--- src/rtl/snn_pkg.sv ---
// Shared SNN core definitions: default sizing of the output stage and the
// op_spike_maxer state encoding.
package snn_pkg;

   localparam int N_DEF     = 8;
   localparam int IDX_W_DEF = 3;
   localparam int CW_DEF    = 16;
   localparam int W_DEF     = 24;

   typedef enum logic [1:0] {
      S_IDLE  = 2'd0,
      S_COUNT = 2'd1,
      S_SCAN  = 2'd2,
      S_DONE  = 2'd3
   } maxer_state_t;

endpackage : snn_pkg

--- src/rtl/spike_ctr_bank.sv ---
// Bank of N saturating per-neuron spike counters. A clear has priority over
// increments; counts are exported on one flat bus, neuron i at [i*CW +: CW].
module spike_ctr_bank #(
   parameter int N  = 8,
   parameter int CW = 16
) (
   input  logic            clk,
   input  logic            rst,
   input  logic            clr,
   input  logic            inc_en,
   input  logic [N-1:0]    ops,
   output logic [N*CW-1:0] cnt_flat
);

   localparam logic [CW-1:0] CNT_MAX = {CW{1'b1}};

   logic [CW-1:0] cnt_q [N];
   logic [CW-1:0] cnt_d [N];

   // NOTE: every variable assigned here gets a default first, so no path can
   // leave it unassigned and infer a latch.
   always_comb begin
      for (int i = 0; i < N; i++) begin
         cnt_d[i] = cnt_q[i];
         if (clr) begin
            cnt_d[i] = '0;
         end else if (inc_en && ops[i] && (cnt_q[i] != CNT_MAX)) begin
            cnt_d[i] = cnt_q[i] + 1'b1;
         end
      end
   end

   // NOTE: the counter array is reset like any other register because the
   // scan may read it straight out of reset; a pure storage memory would not
   // need this. Sequential state uses non-blocking assignments only.
   always_ff @(posedge clk or posedge rst) begin
      if (rst) begin
         for (int i = 0; i < N; i++) cnt_q[i] <= '0;
      end else begin
         for (int i = 0; i < N; i++) cnt_q[i] <= cnt_d[i];
      end
   end

   always_comb begin
      cnt_flat = '0;
      for (int i = 0; i < N; i++) cnt_flat[i*CW +: CW] = cnt_q[i];
   end

endmodule : spike_ctr_bank

--- src/rtl/op_spike_maxer.sv ---
// Output-neuron spike counter and arg-max stage: counts gated spikes over one
// image, then scans the counters one per cycle and publishes the winner.
module op_spike_maxer
   import snn_pkg::*;
#(
   parameter int N     = N_DEF,
   parameter int IDX_W = IDX_W_DEF,
   parameter int CW    = CW_DEF,
   parameter int W     = W_DEF
) (
   input  logic             clk,
   input  logic             rst,
   input  logic             start_core_img,
   input  logic [N-1:0]     ops,
   input  logic             TU_incre,
   input  logic             done_core_img,
   output logic [IDX_W-1:0] class_idx,
   output logic [CW-1:0]    max_count,
   output logic             no_spike,
   output logic [W-1:0]     threshold_maxer,
   output logic             valid_maxing,
   output logic             busy
);

   localparam logic [IDX_W-1:0] LAST_K = IDX_W'(N - 1);

   maxer_state_t     state_q, state_d;
   logic [IDX_W-1:0] scan_k_q, scan_k_d;
   logic [CW-1:0]    best_cnt_q, best_cnt_d;
   logic [IDX_W-1:0] best_idx_q, best_idx_d;
   logic [IDX_W-1:0] class_idx_q, class_idx_d;
   logic [CW-1:0]    max_count_q, max_count_d;
   logic             no_spike_q, no_spike_d;
   logic [W-1:0]     thr_q, thr_d;

   logic [N*CW-1:0]  cnt_flat;
   logic [CW-1:0]    cnt_arr [N];
   logic [CW-1:0]    cand_cnt;
   logic             take;
   logic [CW-1:0]    fin_cnt;
   logic [IDX_W-1:0] fin_idx;
   logic             scan_last;

   spike_ctr_bank #(
      .N  (N),
      .CW (CW)
   ) u_ctr_bank (
      .clk      (clk),
      .rst      (rst),
      .clr      (start_core_img),
      .inc_en   (TU_incre && (state_q == S_COUNT)),
      .ops      (ops),
      .cnt_flat (cnt_flat)
   );

   always_comb begin
      for (int i = 0; i < N; i++) cnt_arr[i] = cnt_flat[i*CW +: CW];
   end

   // Running best including the neuron under scan; k=0 seeds from cnt[0] and
   // the strict compare keeps the lowest index on ties.
   always_comb begin
      cand_cnt  = cnt_arr[scan_k_q];
      take      = (scan_k_q == '0) || (cand_cnt > best_cnt_q);
      fin_cnt   = take ? cand_cnt : best_cnt_q;
      fin_idx   = take ? scan_k_q : best_idx_q;
      scan_last = (state_q == S_SCAN) && (scan_k_q == LAST_K);
   end

   // State register
   always_ff @(posedge clk or posedge rst) begin
      if (rst) state_q <= S_IDLE;
      else     state_q <= state_d;
   end

   // Next-state logic; a start aborts anything in flight.
   always_comb begin
      state_d = state_q;
      if (start_core_img) begin
         state_d = S_COUNT;
      end else begin
         unique case (state_q)
            S_IDLE:  state_d = S_IDLE;
            S_COUNT: if (done_core_img) state_d = S_SCAN;
            S_SCAN:  if (scan_last) state_d = S_DONE;
            S_DONE:  state_d = S_IDLE;
            default: state_d = S_IDLE;
         endcase
      end
   end

   // Output logic
   always_comb begin
      valid_maxing = (state_q == S_DONE);
      busy         = (state_q == S_COUNT) || (state_q == S_SCAN);
   end

   always_comb begin
      scan_k_d    = scan_k_q;
      best_cnt_d  = best_cnt_q;
      best_idx_d  = best_idx_q;
      class_idx_d = class_idx_q;
      max_count_d = max_count_q;
      no_spike_d  = no_spike_q;
      thr_d       = thr_q;
      if (start_core_img) begin
         scan_k_d   = '0;
         best_cnt_d = '0;
         best_idx_d = '0;
      end else if (state_q == S_SCAN) begin
         scan_k_d   = scan_k_q + 1'b1;
         best_cnt_d = fin_cnt;
         best_idx_d = fin_idx;
         // Results land on the DONE cycle, together with valid_maxing.
         if (scan_last) begin
            class_idx_d = fin_idx;
            max_count_d = fin_cnt;
            no_spike_d  = (fin_cnt == '0);
            thr_d       = W'(fin_cnt);
         end
      end else if ((state_q == S_COUNT) && done_core_img) begin
         scan_k_d   = '0;
         best_cnt_d = '0;
         best_idx_d = '0;
      end
   end

   always_ff @(posedge clk or posedge rst) begin
      if (rst) begin
         scan_k_q    <= '0;
         best_cnt_q  <= '0;
         best_idx_q  <= '0;
         class_idx_q <= '0;
         max_count_q <= '0;
         no_spike_q  <= 1'b0;
         thr_q       <= '0;
      end else begin
         scan_k_q    <= scan_k_d;
         best_cnt_q  <= best_cnt_d;
         best_idx_q  <= best_idx_d;
         class_idx_q <= class_idx_d;
         max_count_q <= max_count_d;
         no_spike_q  <= no_spike_d;
         thr_q       <= thr_d;
      end
   end

   assign class_idx       = class_idx_q;
   assign max_count       = max_count_q;
   assign no_spike        = no_spike_q;
   assign threshold_maxer = thr_q;

endmodule : op_spike_maxer

--- config.mk ---
export PLATFORM = sky130hd
export DESIGN_NAME = op_spike_maxer
export DESIGN_NICKNAME = d
export VERILOG_FILES = /design/src/rtl/snn_pkg.sv /design/src/rtl/spike_ctr_bank.sv /design/src/rtl/op_spike_maxer.sv
export SDC_FILE = /design/constraint.sdc
export NUM_CORES = 1
export LEC_CHECK = 0
export BUFFER_PORTS_ARGS = -buffer_cell sky130_fd_sc_hd__buf_2
export CELL_PAD_IN_SITES_DETAIL_PLACEMENT = 1
export CELL_PAD_IN_SITES_GLOBAL_PLACEMENT = 1
export CORE_MARGIN = 3
export CORE_UTILIZATION = 48
export DETAILED_ROUTE_END_ITERATION = 8
export PLACE_DENSITY_LB_ADDON = 0.1
export SLEW_MARGIN = 25
export SYNTH_ARGS = -nofsm -noshare
export SYNTH_HDL_FRONTEND = slang
export SYNTH_HIERARCHICAL = 1
export SYNTH_SLANG_ARGS = --single-unit
--- constraint.sdc ---
create_clock -name clk -period 4.31 [get_ports clk]
set_clock_uncertainty 0.15 [all_clocks]
set_input_delay 0.431 -clock clk [delete_from_list [all_inputs] [get_ports clk]]
set_output_delay 0.431 -clock clk [all_outputs]
set_load 0.02 [all_outputs]
Yosys cells after proc, flatten, opt, wreduce, memory -nomap -nowiden

Cells that the tools add are included.
Widths: inputs -> output; s select.

Register bits after elaboration: 172
Bits of input ports: 13
Memories kept: 0
ROM bits: 0
Bits in latches: 0
RAM bits: 0
Output and inout bits: 46

Magnitude comparators: 2
Mux-type cells: 33
Divide/modulo/power cells: 0
Add/subtract/negate cells: 9
Bitwise logic cells: 2
Reduce and logical (&&, ||, !) cells: 36
$mul: 0
Shifts and indexed selects: 0
Eq/ne operators: 14

Operators by type and width:

| operator              | number |
|---|---|
| $mux 16               | 22 |
| $add 16x1->16 const B | 8 |
| $ne 16x16->1 const B  | 8 |
| $bmux 16 s3           | 1 |
| $logic_and 1x1->1     | 19 |
| $mux 3                | 6 |
| $gt 16x16->1          | 1 |
| $logic_not 16->1      | 1 |
| $reduce_bool 2->1     | 8 |
| $mux 2                | 3 |
| $ne 3x3->1 const B    | 2 |
| $pmux 2 s3            | 1 |
| $eq 2x2->1 const B    | 2 |
| $ge 4x4->1 const B    | 1 |
| $not 3->4             | 1 |
| $add 3x1->3 const B   | 1 |
| $eq 3x3->1 const B    | 1 |
| $logic_not 3->1       | 1 |
| $reduce_and 3->1      | 1 |
| $reduce_bool 3->1     | 1 |
| $eq 2x1->1 const B    | 1 |
| $logic_not 2->1       | 1 |
| $logic_or 1x1->1      | 2 |
| $reduce_and 2->1      | 1 |
| other kinds (2)       | 2 |

Logic depth before layout (Yosys ltp)

Gate-level depths: netlist of run 1.

Word-level depth: 9
Depth in mapped cells: 15
Mapped depth without buffers: 12

Modules after synthesis

The synthesis of run 1 kept the hierarchy.

By module, submodules not included:

| module         | cells an instance | sequential area each (um^2) | instances | area each (um^2) |
|---|---|---|---|---|
| spike_ctr_bank | 748               | 3,203.1                     | 1         | 6,921.6 |
| op_spike_maxer | 369               | 1,101.1                     | 1         | 3,602.2 |

Least setup slack after synthesis of run 1

Ideal clock, no wire load.

Path kind: register to register
Start point: register scan_k_q[1]
End point: register no_spike_q, in the netlist no_spike
Cell stages (with the launch flop): 15
Arrival time: 3.134 ns
Data required time: 4.084 ns
Slack: 0.950 ns
Setup time: 0.076 ns
Cells stage by stage: dfrtp_1 buf_2 buf_2 buf_2 mux2i_1 a221oi_1 ha_1 a21oi_1 o21ai_0 a22oi_1 a32o_1 buf_2 mux2i_1 nand3_1 o21ai_1

Longest elaborated chain between the ends: 8
Elaborated cells between the ends (all ways): 12
Classes of those cells: order compare: 1; eq/ne: 1; mux: 4; bitwise: 1; reduce/logical: 5

Ends and longest elaborated chain:

| element                                    | RTL line              | RTL |
|---|---|---|
| start, declared                            | op_spike_maxer.sv:28  | `logic [IDX_W-1:0] scan_k_q, scan_k_d;` |
| start signal, assigned                     | op_spike_maxer.sv:138 | `scan_k_q <= scan_k_d;` |
| $not 3->4 (implied by the code)            | op_spike_maxer.sv:63  | `cand_cnt = cnt_arr[scan_k_q];` |
| $bmux 16 s3                                | op_spike_maxer.sv:63  |  |
| $mux 16 (implied by the code) (2 in a row) | op_spike_maxer.sv:63  |  |
| $gt 16x16->1                               | op_spike_maxer.sv:64  | `take = (scan_k_q == '0) \|\| (cand_cnt > best_cnt_q);` |
| $logic_or 1x1->1                           | op_spike_maxer.sv:64  |  |
| $mux 16                                    | op_spike_maxer.sv:65  | `fin_cnt = take ? cand_cnt : best_cnt_q;` |
| $logic_not 16->1                           | op_spike_maxer.sv:118 | `no_spike_d = (fin_cnt == '0);` |
| end signal, assigned                       | op_spike_maxer.sv:143 | `no_spike_q <= no_spike_d;` |
| end, declared                              | op_spike_maxer.sv:33  | `logic no_spike_q, no_spike_d;` |

Parallel ways exist; a longest one is shown, timed or not. The select of a mux whose other input is x is not followed.
A chain may end at the register's enable or synchronous reset.

Worst setup path after layout of run 1

Ends and elaborated chain as after synthesis.

==> results.ini, run 1 <==
[route]
drcViolationCount = 0
drt_pass1_iterations = 5
route.final.wire_length_um = 30130
detailedRoute.firstIterationViolations = 524
ant_nets = 0
vias = 8720
dr_vias_cell = 6.098
routedWlPerCell_um = 21.07

[clock_network]
cts_buffers = 17
cts_num_sinks = 172
clk_latency_ns = 0.45
postCtsHoldBufs = 0
cts.repair_timing.setup_buffer_count = 0
ctsHtreeMaxLevel = 4
cts.reportedPaths.clkPinSlew_ns = 0.08
clock-root-buffer = clkbuf_16
tritoncts = done
post_cts_resized = 0
cts.path.max_buffers = 2

[setup_path]
worstPathMaxFanout = 28
setup.worst_path.start_class = flip-flop
ff2ff_setup_slack_ns = 0.21
crit_path_class = reg -> reg
setup.worst_path.end_class = flip-flop
timing.critical_path.required_ns = 4.54
cp_data_arrival_time_ns = 4.33

[die]
floorplan.die.height_um = 154.1
core_region_area_mm2 = 0.02129
die_area_mm2 = 0.02374
dieWidth_um = 154.1
num_io_pins = 59
placement_rows = 53
floorplan.initialDensity = 0.4944

[power]
peakVddDrop_v = 0.0002167
power.static_leakage_nw = 4.658
p_per_area_mw_per_mm2 = 321.5

[logic_synthesis]
yosysWarnings = 6
largest_cells_by_area_after_synthesis = dfrtp_1, mux4_2, nor2_1
synth_top_cell_area_share = 0.4090
yosysTopAreaCell = dfrtp_1
post_synth.cell_area_avg_um2 = 9.422
seq_area_frac_synth = 0.4090
synth_async_sr_flop_share = 1.000
synth_seq_cells = 172
synthesis.area_mm2 = 0.01052
number_of_flops_mapped_to_enable_cells_by_yosys = 0
ys.flop_type = dfrtp_1
synth.distinct_cells = 72
netlist_instances = 1117

[cells_and_area]
fin_nets = 1185
sequential_cell_area_mm2 = 0.004307
num_antenna_cells = 0
multi_input_comb_area_mm2 = 0.005729
syn_to_final_growth_pct = 9.725
final_cells = 1430
layout.filler_cells = 2474
final_layout_size_suffix_gt1_frac = 0.1446

[timing]
final.setup.worst_slack_ns = 0.2114
rsz0062_at_grt = no
period_utilisation_layout = 0.9510
period_minus_slack_ns = 4.099
setup-tns-final_ns = 0
final_hold_viol_count = 32
worst_pin_slew_ns = 1.073
fin_hold_ws_ns = -0.03380
rel_slew_slack = 0.2827
achievable-frequency_mhz = 244.0
drv_slew = 0
finalSetupViolations = 0

[placed_design]
detailedPlacementHpwl_um = 21980
place_congestion = 0.9342
total_of_buffers_placed_on_input_and_output_ports = 50
number_of_placed_cells_counting_well_taps = 1398
place_worst_setup_slack_ns = 0.2816

[grt]
total_track_usage = 0.2614
initial_antenna_violation_count = 0
globalRoute.totalOverflow = 0
grt_first_pass_wirelength_um = 49710
grt_start_max_net_pins = 73
via_count_of_the_first_global_routing_pass = 8983

[run_status]
failed_checks = hold timing
outcome = finished, violations left

[job]
drv_cap = 0

[hold_path]
min-delay-path-class = in -> async

[layout by cell type, fill, tap and decap left out, types with 35 or more instances in the layout]
| master | n |
|---|---|
| nor2_1 | 138 |
| buf_2 | 49 |
| nand4_1 | 42 |
| o21ai_0 | 42 |
| dfrtp_1 | 170 |
| mux2i_1 | 42 |
| nand2_1 | 116 |
| xnor2_1 | 52 |
| nor3_1 | 35 |
| nand3_1 | 42 |
[Yosys cell counts (all sizes together), types with 32 or more instances]
cell type	n
dfrtp	172
o21ai	62
nor2	142
mux2i	42
inv	37
xnor2	52
nand4	43
a21oi	32
nand3	43
buf	40
nand2	119
nor3	36
[final cells by class]
cell class	instances	share of cell area
clock buffer	18	0.03717
clock inverter	14	0.01365
inverter	37	0.01235
multi-input combinational	846	0.4962
sequential	172	0.3730
tap	275	0.02980
timing repair buffer	68	0.03792
[where the power goes]
part	leakage (nW)	total (mW)	internal (mW)	switching (mW)
Combinational	1.99	0.474	0.176	0.297
Clock	0.278	1.58	0.865	0.714
Sequential	2.39	1.66	1.63	0.0303
[cells by family (layout without fill, tap and decap cells)]
family / Yosys count / in the layout / share of synthesized area
other: 1 / 8 / 0.0003563
muxes: 72 / 72 / 0.09844
buffers and inverters: 106 / 137 / 0.05029
DFF: 172 / 172 / 0.4090
xor gates and xnor gates: 81 / 81 / 0.06741
AOI/OAI and AO/OA: 161 / 161 / 0.09939
and+or+nand+nor: 494 / 494 / 0.2394
adders and majority gates: 30 / 30 / 0.03567
[per-stage QoR]
stage	cell area, um^2	utilization	hold WS (ns)	power, mW
after global routing	11550	0.5425	0.02097	3.870
final	11550	0.5425	-0.03380	3.712
after CTS	11550	0.5424	0.004418	3.752
after detailed placement	10960	0.5148	0.3442	2.165
after floorplan	10550	-	0.3156	2.025
after global placement	10960	0.5148	0.3211	2.155
[worst paths after layout]
| check | from | to | cells after the start |
|---|---|---|---|
| max | scan_k_q[1] | no_spike | 12 |
| min in group clk | ops[4] | u_ctr_bank/cnt_flat[66] | 3 |
| min reg2reg | no_spike | no_spike | 2 |
| min | rst | state_q[0] | 2 |
| max reg2reg | scan_k_q[1] | no_spike | 12 |
| max in group asynchronous | rst | u_ctr_bank/cnt_flat[57] | 3 |
[state kept, by name, indices dropped and copies added (netlist names)]
register and flops:
state_q 2, scan_k_q 3, no_spike 1, class_idx 3, u_ctr_bank/cnt_flat 128, best_cnt_q 16, best_idx_q 3, max_count 16
[worst max-delay path, stage by stage (launching register included)]
cell	delay (ns)
dfrtp_2	0.62
buf_12	0.27
mux2i_1	0.13
a221oi_1	0.70
ha_1	0.40
nand4_1	0.17
nor2_1	0.08
a22oi_1	0.24
a32o_1	0.41
buf_12	0.22
mux2i_1	0.35
nand3_1	0.12
o21ai_1	0.14
[layer usage]
metal	vias to the layer above	global-route usage	routed length, um
met3	35	0.04306	1373
met1	4453	0.3766	14210
met5	-	0	0
met2	204	0.4093	13960
met4	0	0.07569	587
li1	4028	-	-
Power figures use the tool's default switching activity.
==> run 2: changes to the inputs <==
--- a/config.mk
+++ b/config.mk
@@ -9,8 +9,10 @@
 export CELL_PAD_IN_SITES_DETAIL_PLACEMENT = 1
 export CELL_PAD_IN_SITES_GLOBAL_PLACEMENT = 1
 export CORE_MARGIN = 3
-export CORE_UTILIZATION = 48
+export CORE_UTILIZATION = 50
+export CTS_BUF_LIST = sky130_fd_sc_hd__clkbuf_2
 export DETAILED_ROUTE_END_ITERATION = 8
+export HOLD_SLACK_MARGIN = 0.08
 export PLACE_DENSITY_LB_ADDON = 0.1
 export SLEW_MARGIN = 25
 export SYNTH_ARGS = -nofsm -noshare
==> run 2 against run 1 <==
Effect of this change:
- via count about the same
- the run now ends clean
- sequential cell count unchanged
- hold slack better by 0.20 ns
- setup slack better by 0.074 ns
- clock power down 48%
- die area down 3.8%
- critical endpoint is now best_cnt_q[0]
- count of clock-buffer cells in the layout up 2
- global-route usage up 0.76 points
- cell area down 1.9%
- cell count up 1.0%
- non-clock buffer count up 18
- fmax up 1.9%
==> results.ini, run 2 (synthesis gave the netlist of run 1 again) <==
[die]
floorplan.initialDensity = 0.5151
num_io_pins = 59
core_region_area_mm2 = 0.02043
floorplan.die.height_um = 151.1
dieWidth_um = 151.1
placement_rows = 52
die_area_mm2 = 0.02283

[placed_design]
place_congestion = 0.9498
detailed_place.area_mm2 = 0.01097
total_of_buffers_placed_on_input_and_output_ports = 50
detailedPlacementHpwl_um = 21910
number_of_placed_cells_counting_well_taps = 1398
place_worst_setup_slack_ns = 0.05433

[setup_path]
crit_path_end = best_cnt_q[0]
setup.worst_path.start_class = flip-flop
timing.critical_path.required_ns = 4.80
crit_path_class = reg -> reg
critical_path.startpoint = scan_k_q[1]
worst_flop_to_flop_path_endpoint = best_cnt_q[0]
critical_path.reg2reg.startpoint = scan_k_q[1]
ff2ff_setup_slack_ns = 0.29
cp_data_arrival_time_ns = 4.51
rr_worst_depth = 11
worstPathMaxFanout = 17
setup.worst_path.end_class = flip-flop

[timing]
final.setup.worst_slack_ns = 0.2858
finalSetupViolations = 0
period_minus_slack_ns = 4.024
final_hold_viol_count = 0
rsz0062_at_grt = no
drv_slew = 0
rel_slew_slack = 0.2952
setup-tns-final_ns = 0
period_utilisation_layout = 0.9337
worst_pin_slew_ns = 1.057
achievable-frequency_mhz = 248.5

[grt]
grt_first_pass_wirelength_um = 47860
total_track_usage = 0.2690
initial_antenna_violation_count = 1
via_count_of_the_first_global_routing_pass = 8879
globalRoute.totalOverflow = 0
grt_start_max_net_pins = 94

[clock_network]
cts.reportedPaths.clkPinSlew_ns = 0.26
clk_latency_ns = 0.78
cts.repair_timing.setup_buffer_count = 0
ctsHtreeMaxLevel = 4
clock-root-buffer = clkbuf_2
cts.path.max_buffers = 2
cts_num_sinks = 172
tritoncts = done
cts_buffers = 17

[cells_and_area]
largest_reg_flops = 128
fin_nets = 1203
syn_to_final_growth_pct = 7.598
layout.filler_cells = 2382
sequential_cell_area_mm2 = 0.004307
final_cells = 1445
multi_input_comb_area_mm2 = 0.005723
final_common_cell = dfrtp_1
commonest_cells_after_routing_fill_and_taps_aside = dfrtp_1, nor2_1, nand2_1, xnor2_1, buf_2
final_layout_size_suffix_gt1_frac = 0.1483
final_area_mm2 = 0.01132

[job]
drv_cap = 0

[route]
vias = 8725
route.final.wire_length_um = 29630
detailedRoute.firstIterationViolations = 466
drt_pass1_iterations = 4
drcViolationCount = 0
ant_nets = 0
dr_vias_cell = 6.038
routedWlPerCell_um = 20.51

[run_status]
outcome = finished clean

[hold_path]
min-delay-path-class = in -> async

[power]
power.static_leakage_nw = 4.593
p_total_mw = 2.962
peakVddDrop_v = 0.0001402
p_per_area_mw_per_mm2 = 261.6

==> run 2: cell count changes in the layout (fill, tap and decap cells not counted), sizes merged <==
cell         before  now
buf              68   73
bufinv            2    1
clkbuf           18   20
clkinv            5    4
clkinvlp          3    5
diode             0    2
dlygate4sd3       0   13
inv              41   39
==> run 2: power by group <==
group | switching [mW] | total (mW) | internal (mW)
logic | 0.293 | 0.471 | 0.178
clock network | 0.607 | 0.826 | 0.219
registers | 0.0312 | 1.67 | 1.63
==> run 2: cell type report <==
class	count	share of cell area
diodes	2	0.0004420
clock buffers	20	0.008840
clock inverters	12	0.01028
inverters	37	0.01249
multi-input cells	846	0.5054
flip-flops and latches	172	0.3803
well taps	270	0.02983
repair buffers	86	0.05238
==> run 2: worst min path at each step <==
stage / cells past startpoint / to
after global routing: 5 / u_ctr_bank/cnt_flat[106]
after global placement: 2 / class_idx[1]
final: 3 / u_ctr_bank/cnt_flat[91]
after detailed placement: 2 / class_idx[0]
after floorplan: 1 / best_idx_q[0]
after CTS: 5 / u_ctr_bank/cnt_flat[106]
==> run 2: per-layer routing <==
layer | part of all wire | track usage | vias to the layer above
li1 | - | - | 4091
met1 | 0.47 | 0.3782 | 4404
met2 | 0.46 | 0.4258 | 182
met3 | 0.043 | 0.04877 | 48
met4 | 0.025 | 0.08250 | 0
met5 | 0 | 0 | -
==> run 2: stage by stage <==
step | hold slack (ns) | util
2_1_floorplan | 0.3156 | -
3_3_place_gp | 0.3129 | 0.5370
3_5_place_dp | 0.3378 | 0.5370
4_1_cts | 0.1122 | 0.5540
5_1_grt | 0.1148 | 0.5543
6_report | 0.1651 | 0.5543
==> run 2: timing repair <==
action                                  in CTS  in global routing
hold buffers                                13                  0
endpoints found under the setup margin       0                 21
gates resized for setup                      0                  1
hold endpoints to repair                   193                  0
==> run 2: worst max-delay path: stages, from the launching register on <==
cell	delay (ns)
dfrtp_2	0.67
buf_12	0.20
mux2i_1	0.09
a221oi_1	0.68
ha_1	0.38
a21oi_1	0.18
o21ai_0	0.14
a22oi_1	0.26
a32o_2	0.46
buf_4	0.30
mux2i_1	0.27
o21ai_0	0.11
